## src/rtl/ddr_wr_pkg.sv

```systemverilog
// Shared types and address helper for the DDR burst writer.
package ddr_wr_pkg;

  typedef enum logic [1:0] {
    IDLE = 2'd0,
    ADDR = 2'd1,
    DATA = 2'd2,
    RESP = 2'd3
  } ddr_wr_state_e;

  // Default 256-bit datapath; modules with other widths compute their own.
  localparam int DEF_DATA_WIDTH = 256;
  localparam int BYTES_PER_BEAT = DEF_DATA_WIDTH / 8;

  function automatic logic [63:0] burst_addr(input logic [63:0] base,
                                             input logic [31:0] idx,
                                             input logic [31:0] burst_bytes);
    return base + ({32'd0, idx} * {32'd0, burst_bytes});
  endfunction

endpackage

```

## src/rtl/ddr_wr_addr_gen.sv

```systemverilog
// Burst index bookkeeping and frame-relative burst address generation.
// DDR_WR_PINGPONG_EN adds a buffer select that flips at each completed frame.
module ddr_wr_addr_gen
  import ddr_wr_pkg::*;
#(
  parameter int          ADDR_WIDTH   = 28,
  parameter int          BURST_LEN    = 16,
  parameter int          BURST_BYTES  = 512,
  parameter logic [63:0] FRAME_BASE   = 64'h0,
  parameter int          FRAME_BEATS  = 57600,
  parameter logic [63:0] FRAME_STRIDE = 64'h0020_0000
) (
  input  logic                  clk,
  input  logic                  rst,
  input  logic                  restart,
  input  logic                  advance,
  output logic                  last_burst,
  output logic [ADDR_WIDTH-1:0] addr
`ifdef DDR_WR_PINGPONG_EN
  ,
  output logic                  buf_sel
`endif
);

  localparam int BURSTS = FRAME_BEATS / BURST_LEN;

  logic [31:0] burst_idx;
  logic [63:0] base_sel;

  assign last_burst = (burst_idx == 32'(BURSTS - 1));

`ifdef DDR_WR_PINGPONG_EN
  assign base_sel = FRAME_BASE + (buf_sel ? FRAME_STRIDE : 64'd0);

  always_ff @(posedge clk) begin
    if (rst) begin
      buf_sel <= 1'b0;
    end else if (advance && last_burst && !restart) begin
      buf_sel <= ~buf_sel;
    end
  end
`else
  assign base_sel = FRAME_BASE;
`endif

  // Address wraps naturally at the AXI address width.
  assign addr = ADDR_WIDTH'(burst_addr(base_sel, burst_idx, 32'(BURST_BYTES)));

  always_ff @(posedge clk) begin
    if (rst) begin
      burst_idx <= '0;
    end else if (restart) begin
      burst_idx <= '0;
    end else if (advance) begin
      burst_idx <= last_burst ? '0 : burst_idx + 32'd1;
    end
  end

endmodule

```

## src/rtl/ddr_burst_writer.sv

```systemverilog
// Drains the write FIFO into fixed-length AXI4 write bursts, one burst in flight.
// Build option DDR_WR_PINGPONG_EN alternates between two frame buffers.
module ddr_burst_writer
  import ddr_wr_pkg::*;
#(
  parameter int          DATA_WIDTH   = 256,
  parameter int          ADDR_WIDTH   = 28,
  parameter int          BURST_LEN    = 16,
  parameter logic [63:0] FRAME_BASE   = 64'h0,
  parameter int          FRAME_BEATS  = 57600,
  parameter logic [63:0] FRAME_STRIDE = 64'h0020_0000
) (
  input  logic                    clk,
  input  logic                    rst,
  input  logic                    frame_start,
  output logic                    fifo_rd_en,
  input  logic                    fifo_rd_vld,
  input  logic [DATA_WIDTH-1:0]   fifo_rd_data,
  output logic [ADDR_WIDTH-1:0]   axi_awaddr,
  output logic [7:0]              axi_awlen,
  output logic                    axi_awvalid,
  input  logic                    axi_awready,
  output logic [DATA_WIDTH-1:0]   axi_wdata,
  output logic [DATA_WIDTH/8-1:0] axi_wstrb,
  output logic                    axi_wlast,
  output logic                    axi_wvalid,
  input  logic                    axi_wready,
  input  logic                    axi_bvalid,
  output logic                    axi_bready,
  output logic                    busy,
  output logic                    frame_done,
  output ddr_wr_state_e           state_dbg
`ifdef DDR_WR_PINGPONG_EN
  ,
  output logic                    wr_buf_idx
`endif
);

  // Handshakes: a transfer happens on a rising edge where valid & ready are both
  // high; valid never waits on ready, and payload is held while valid & !ready.

  localparam int         BEAT_BYTES  = DATA_WIDTH / 8;
  localparam int         BURST_BYTES = BURST_LEN * BEAT_BYTES;
  localparam logic [7:0] LAST_BEAT   = 8'(BURST_LEN - 1);

  if (FRAME_BEATS % BURST_LEN != 0) begin : g_bad_frame
    $error("ddr_burst_writer: FRAME_BEATS must be a multiple of BURST_LEN");
  end
  if (FRAME_STRIDE % BURST_BYTES != 0) begin : g_bad_stride
    $error("ddr_burst_writer: FRAME_STRIDE must be a multiple of the burst size");
  end

  ddr_wr_state_e             state, state_nxt;
  logic                      armed;
  logic                      pending_start;
  logic [7:0]                beat_cnt;
  logic                      launch;
  logic                      restart;
  logic                      advance;
  logic                      last_burst;
  logic [ADDR_WIDTH-1:0]     gen_addr;

  ddr_wr_addr_gen #(
    .ADDR_WIDTH  (ADDR_WIDTH),
    .BURST_LEN   (BURST_LEN),
    .BURST_BYTES (BURST_BYTES),
    .FRAME_BASE  (FRAME_BASE),
    .FRAME_BEATS (FRAME_BEATS),
    .FRAME_STRIDE(FRAME_STRIDE)
  ) u_addr_gen (
    .clk       (clk),
    .rst       (rst),
    .restart   (restart),
    .advance   (advance),
    .last_burst(last_burst),
    .addr      (gen_addr)
`ifdef DDR_WR_PINGPONG_EN
    ,
    .buf_sel   (wr_buf_idx)
`endif
  );

  assign axi_awlen = LAST_BEAT;
  assign axi_wdata = fifo_rd_data;
  assign axi_wstrb = '1;
  assign busy      = (state != IDLE);
  assign state_dbg = state;

  always_comb begin
    state_nxt   = state;
    fifo_rd_en  = 1'b0;
    axi_awvalid = 1'b0;
    axi_wvalid  = 1'b0;
    axi_wlast   = 1'b0;
    axi_bready  = 1'b0;
    launch      = 1'b0;
    restart     = 1'b0;
    advance     = 1'b0;
    unique case (state)
      IDLE: begin
        // A fresh frame_start defers launch so the realign lands first.
        if (pending_start) begin
          restart = 1'b1;
        end else if (armed && fifo_rd_vld && !frame_start) begin
          launch    = 1'b1;
          state_nxt = ADDR;
        end
      end
      ADDR: begin
        axi_awvalid = 1'b1;
        if (axi_awready) state_nxt = DATA;
      end
      DATA: begin
        axi_wvalid = fifo_rd_vld;
        axi_wlast  = (beat_cnt == LAST_BEAT);
        fifo_rd_en = fifo_rd_vld & axi_wready;
        if (fifo_rd_en && axi_wlast) state_nxt = RESP;
      end
      RESP: begin
        axi_bready = 1'b1;
        if (axi_bvalid) begin
          advance   = 1'b1;
          state_nxt = IDLE;
        end
      end
      default: state_nxt = IDLE;
    endcase
  end

  always_ff @(posedge clk) begin
    if (rst) begin
      state         <= IDLE;
      armed         <= 1'b0;
      pending_start <= 1'b0;
      beat_cnt      <= '0;
      axi_awaddr    <= ADDR_WIDTH'(FRAME_BASE);
      frame_done    <= 1'b0;
    end else begin
      state      <= state_nxt;
      frame_done <= advance & last_burst;
      // Repeated pulses during a burst collapse into a single pending restart.
      if (state == IDLE) pending_start <= frame_start;
      else               pending_start <= pending_start | frame_start;
      if (restart)                      armed <= 1'b1;
      else if (advance && last_burst)   armed <= 1'b0;
      if (launch) axi_awaddr <= gen_addr;
      if (state == ADDR)   beat_cnt <= '0;
      else if (fifo_rd_en) beat_cnt <= beat_cnt + 8'd1;
    end
  end

endmodule
```

## config.mk

```make
export PLATFORM = sky130hd
export DESIGN_NAME = ddr_burst_writer
export DESIGN_NICKNAME = d
export VERILOG_FILES = /design/src/rtl/ddr_wr_pkg.sv /design/src/rtl/ddr_wr_addr_gen.sv /design/src/rtl/ddr_burst_writer.sv
export SDC_FILE = /design/constraint.sdc
export NUM_CORES = 1
export LEC_CHECK = 0
export BUFFER_PORTS_ARGS = -buffer_cell sky130_fd_sc_hd__buf_2
export CAP_MARGIN = 20
export CORE_AREA = 5 5 228 230
export CTS_CLUSTER_SIZE = 28
export DETAILED_ROUTE_END_ITERATION = 16
export DIE_AREA = 0 0 233 235
export HOLD_SLACK_MARGIN = 0.15
export PLACE_DENSITY = 0.43
export SLEW_MARGIN = 20
export SYNTH_ARGS = -nofsm -noshare
export SYNTH_HDL_FRONTEND = slang
export SYNTH_HIERARCHICAL = 1
export SYNTH_SLANG_ARGS = --single-unit
```

## constraint.sdc

```tcl
create_clock -name clk -period 1.76 [get_ports clk]
set_input_delay 0.264 -clock clk [delete_from_list [all_inputs] [get_ports clk]]
set_output_delay 0.264 -clock clk [all_outputs]
set_load 0.01 [all_outputs]
```

==> results.ini <==
[power]
vdd_drop_max_uv=385.4
seq_power_share_pct=40.3
p_comb_share_pct=13.4
power_spent_charging_and_discharging_nets_mw=1.198
design_power_total_mw=4.232
power.share.switching_pct=28.32
cell_int_power_mw=3.033
power_density_nw_per_um2=777.5
leakage_nw=1.911
clkPwrFrac_pct=46.2

[job]
max-cap-violations=0

[min_path]
hold_path_class=input pin to register
hold_path_startpoint=rst
whs_endpoint=axi_awaddr[5]$_SDFFE_PP0P_
whs_path_depth=2

[placed_design]
numPlacedInstances=1184
placed_cell_area_um2=4966
dpl.hpwl_um=12340
finalWeightedCongestion=0.7481
io_buffer_count=43

[finish]
relative_area_change_from_synthesis_to_final_layout_pct=-7.859
n_antenna_cell=0
finish.net_count=798
stdcell_area_um2=5443
drive_above_1_share_pct=34.33
fin_cells=1205

[sta]
rsz0062_at_grt=true
finalHoldWorstSlack_ns=0.2391
period_share_pct=97.40
clock.fmax_mhz=583.3
finalWorstPathRequiredPeriod_ns=1.714
setup_tns_ns=0
final-hold-violation-count=0
setup_viol_count_final=0
maximum_clock_skew_at_final_layout_ns=0.008244
final_max_slew_viol_count=0

[floorplan]
start_util_pct=11.90
io_pins=596
die_area_um2=54760
fp.coreArea_um2=49660
dieWidth_um=233
rows=82
die_height_um=235

[clock_network]
root_buffer=clkbuf_16
cts_made_buffers=9
clock_insertion_delay_at_the_later_pin_of_the_skew_report_ns=0.34
cts-htree-levels=3
cts.sinks=73
clock_path_buffers=2
clkSlewWorstSetupHoldPaths_ns=0.07
tritoncts=yes

[route]
detail-route-antenna-nets=0
routed_wire_length_per_instance_um=13.07
drt_drc_violations_left=0
drt_pass1_iterations=4
vias=3424
routed_wirelength_um=15750
vias_per_cell=2.841
first_iter_violations=138

[logic_synthesis]
synthDistinctLibCells=48
ys_warn_count=6
synth_top_area_share_pct=41.30
async_reset_ff_share_pct=0
yosys_most_used_dff=dfxtp_1
post-synth-top-area-cell=buf_4
synth-edff-count=0
yosysSeqAreaShare_pct=24.74
yosys-top-cells-area=buf_4 (41%), dfxtp_1 (25%), nand2_1 (4.4%), xnor2_1 (3.1%), nor2_1 (2.5%)
syn_area_per_cell_um2=8.250
synth_seq_cells=73
netlist_instances=716
syn-cell-area_um2=5907

[setup_path]
worst_setup_path_start_kind=register
capturing_element_type_of_the_critical_path=register
regToRegStartpoint=state_dbg[0]$_SDFFE_PP0P_
cpPeakStageDelay_ns=0.36
r2r_cells=7
path_delay_family=simple AND/OR/NAND/NOR gates
setup_slack_of_the_worst_register_to_register_path_ns=0.05
regToRegEndpoint=u_addr_gen/burst_idx[14]$_SDFFE_PP0P_
crit_buf_inv=1
crit_type=register to register
worstPathMaxFanout=10
cp_data_required_time_ns=2.04
slowest_stage=dfxtp_2
worstPathCellList=ha_4 > and2_4 > and3_4 > nand2_4 > buf_12 > or3_4 > a21oi_2
worstPathArrival_ns=1.99

[global_route]
grt_max_degree=27
grt_antenna_before_repair=0
globalRoute.totalOverflow=0
grt_usage_pct=5.514
first_global_vias=3477
grt_pass1_wl_um=22350

[run_status]
status=finished, final reports clean

worst max-delay path by stage:
stage | to | start | slack [ns] | cells after the start
after global placement | u_addr_gen/burst_idx[14]$_SDFFE_PP0P_ | state_dbg[0]$_SDFFE_PP0P_ | -0.03 | 7
after CTS | u_addr_gen/burst_idx[25]$_SDFFE_PP0P_ | state_dbg[0]$_SDFFE_PP0P_ | 0.005 | 7
after detailed placement | u_addr_gen/burst_idx[14]$_SDFFE_PP0P_ | state_dbg[0]$_SDFFE_PP0P_ | -0.08 | 7
final | u_addr_gen/burst_idx[14]$_SDFFE_PP0P_ | state_dbg[0]$_SDFFE_PP0P_ | 0.05 | 7
after floorplan | u_addr_gen/burst_idx[4]$_SDFFE_PP0P_ | state_dbg[0]$_SDFFE_PP0P_ | 0.04 | 7
after global routing | u_addr_gen/burst_idx[29]$_SDFFE_PP0P_ | state_dbg[0]$_SDFFE_PP0P_ | -0.03 | 7
metrics by stage:
stage / util (%) / setup WS, ns
floorplan: - / 0.03672
global placement: 10.00 / -0.02891
global route: 10.96 / -0.02501
CTS: 10.73 / 0.004513
finish: 10.96 / 0.04568
detailed placement: 10.00 / -0.07993
power by group through the flow:
stage	Combinational (mW)	Sequential, mW	Clock (mW)
after floorplan	1.01	1.76	0
after global placement	0.525	1.74	0
after detailed placement	0.523	1.74	0
after CTS	0.561	1.71	2.05
after global routing	0.632	1.71	2.13
final	0.569	1.71	1.96
synthesized netlist by cell type, types with 6 or more instances:
| library cell | number |
|---|---|
| nor4_2 | 8 |
| xor2_1 | 8 |
| inv_1 | 10 |
| o21ai_0 | 6 |
| dfxtp_1 | 73 |
| a21oi_2 | 14 |
| nand3_1 | 15 |
| nand2_1 | 70 |
| xnor2_1 | 21 |
| nor4_1 | 6 |
| nor3_2 | 8 |
| ha_1 | 7 |
| buf_4 | 325 |
| nor2_1 | 39 |
| nand4_1 | 8 |
| a21oi_1 | 29 |
cell usage in the layout, fill, tap and decap left out, types with 2 or more instances in the layout:
master / instances
a21oi_1: 27
a21oi_2: 16
and2_1: 3
and2_4: 2
and3_1: 4
and4_1: 3
buf_12: 3
buf_2: 42
buf_4: 45
buf_6: 4
clkbuf_16: 9
conb_1: 49
dfxtp_1: 70
dfxtp_2: 3
ha_1: 3
ha_2: 2
ha_4: 2
inv_1: 8
inv_2: 3
inv_6: 2
inv_8: 2
nand2_1: 68
nand2_2: 6
nand2b_1: 3
nand3_1: 14
nand4_1: 8
nand4_4: 3
nor2_1: 39
nor3_1: 3
nor3_2: 8
nor4_1: 3
nor4_2: 10
o21ai_0: 6
or2_2: 2
or3_1: 3
or3_4: 2
xnor2_1: 21
xor2_1: 8
area by class of cell:
cell class / instances / area, µm²
Clock inverter: 7 / 86.33
Sequential cell: 73 / 1465
Inverter: 11 / 41.29
Timing Repair Buffer: 95 / 663.1
Fill cell: 5828 / 44210
Tap cell: 672 / 840.8
Multi-Input combinational cell: 338 / 2121
Clock buffer: 9 / 225.2
per-layer routing:
metal / track usage, % / wire, µm
met1: 5.329 / 5380
met2: 7.320 / 6338
met3: 4.346 / 2550
met4: 4.941 / 1406
met5: 1.071 / 78
cells by family after synthesis:
family,count (synthesis),share of synthesized area [%]
XOR/XNOR,29,4.300
AND/OR/NAND/NOR,197,18.53
AO/OA/AOI/OAI,55,6.164
buffers and inverters,351,44.42
multiplexers,1,0.1695
adder cells (fa/ha/maj),7,1.483
other,3,0.1906
flip-flops,73,24.74
registers in the layout, indices dropped and copies added, names as in the netlist:
| signal | count |
|---|---|
| pending_start | 1 |
| axi_awaddr | 28 |
| beat_cnt | 8 |
| state_dbg | 2 |
| armed | 1 |
| u_addr_gen/burst_idx | 32 |
| frame_done | 1 |
repair_timing:
action | in CTS | in global routing
cloned | 0 | 0
pin swaps | 0 | 8
buffers inserted | 0 | 4
endpoints found under the setup margin | 18 | 25
resized for setup | 9 | 19
hold endpoints to repair | 1 | 0
hold buffers | 1 | 0
Power figures use the tool's default switching activity.
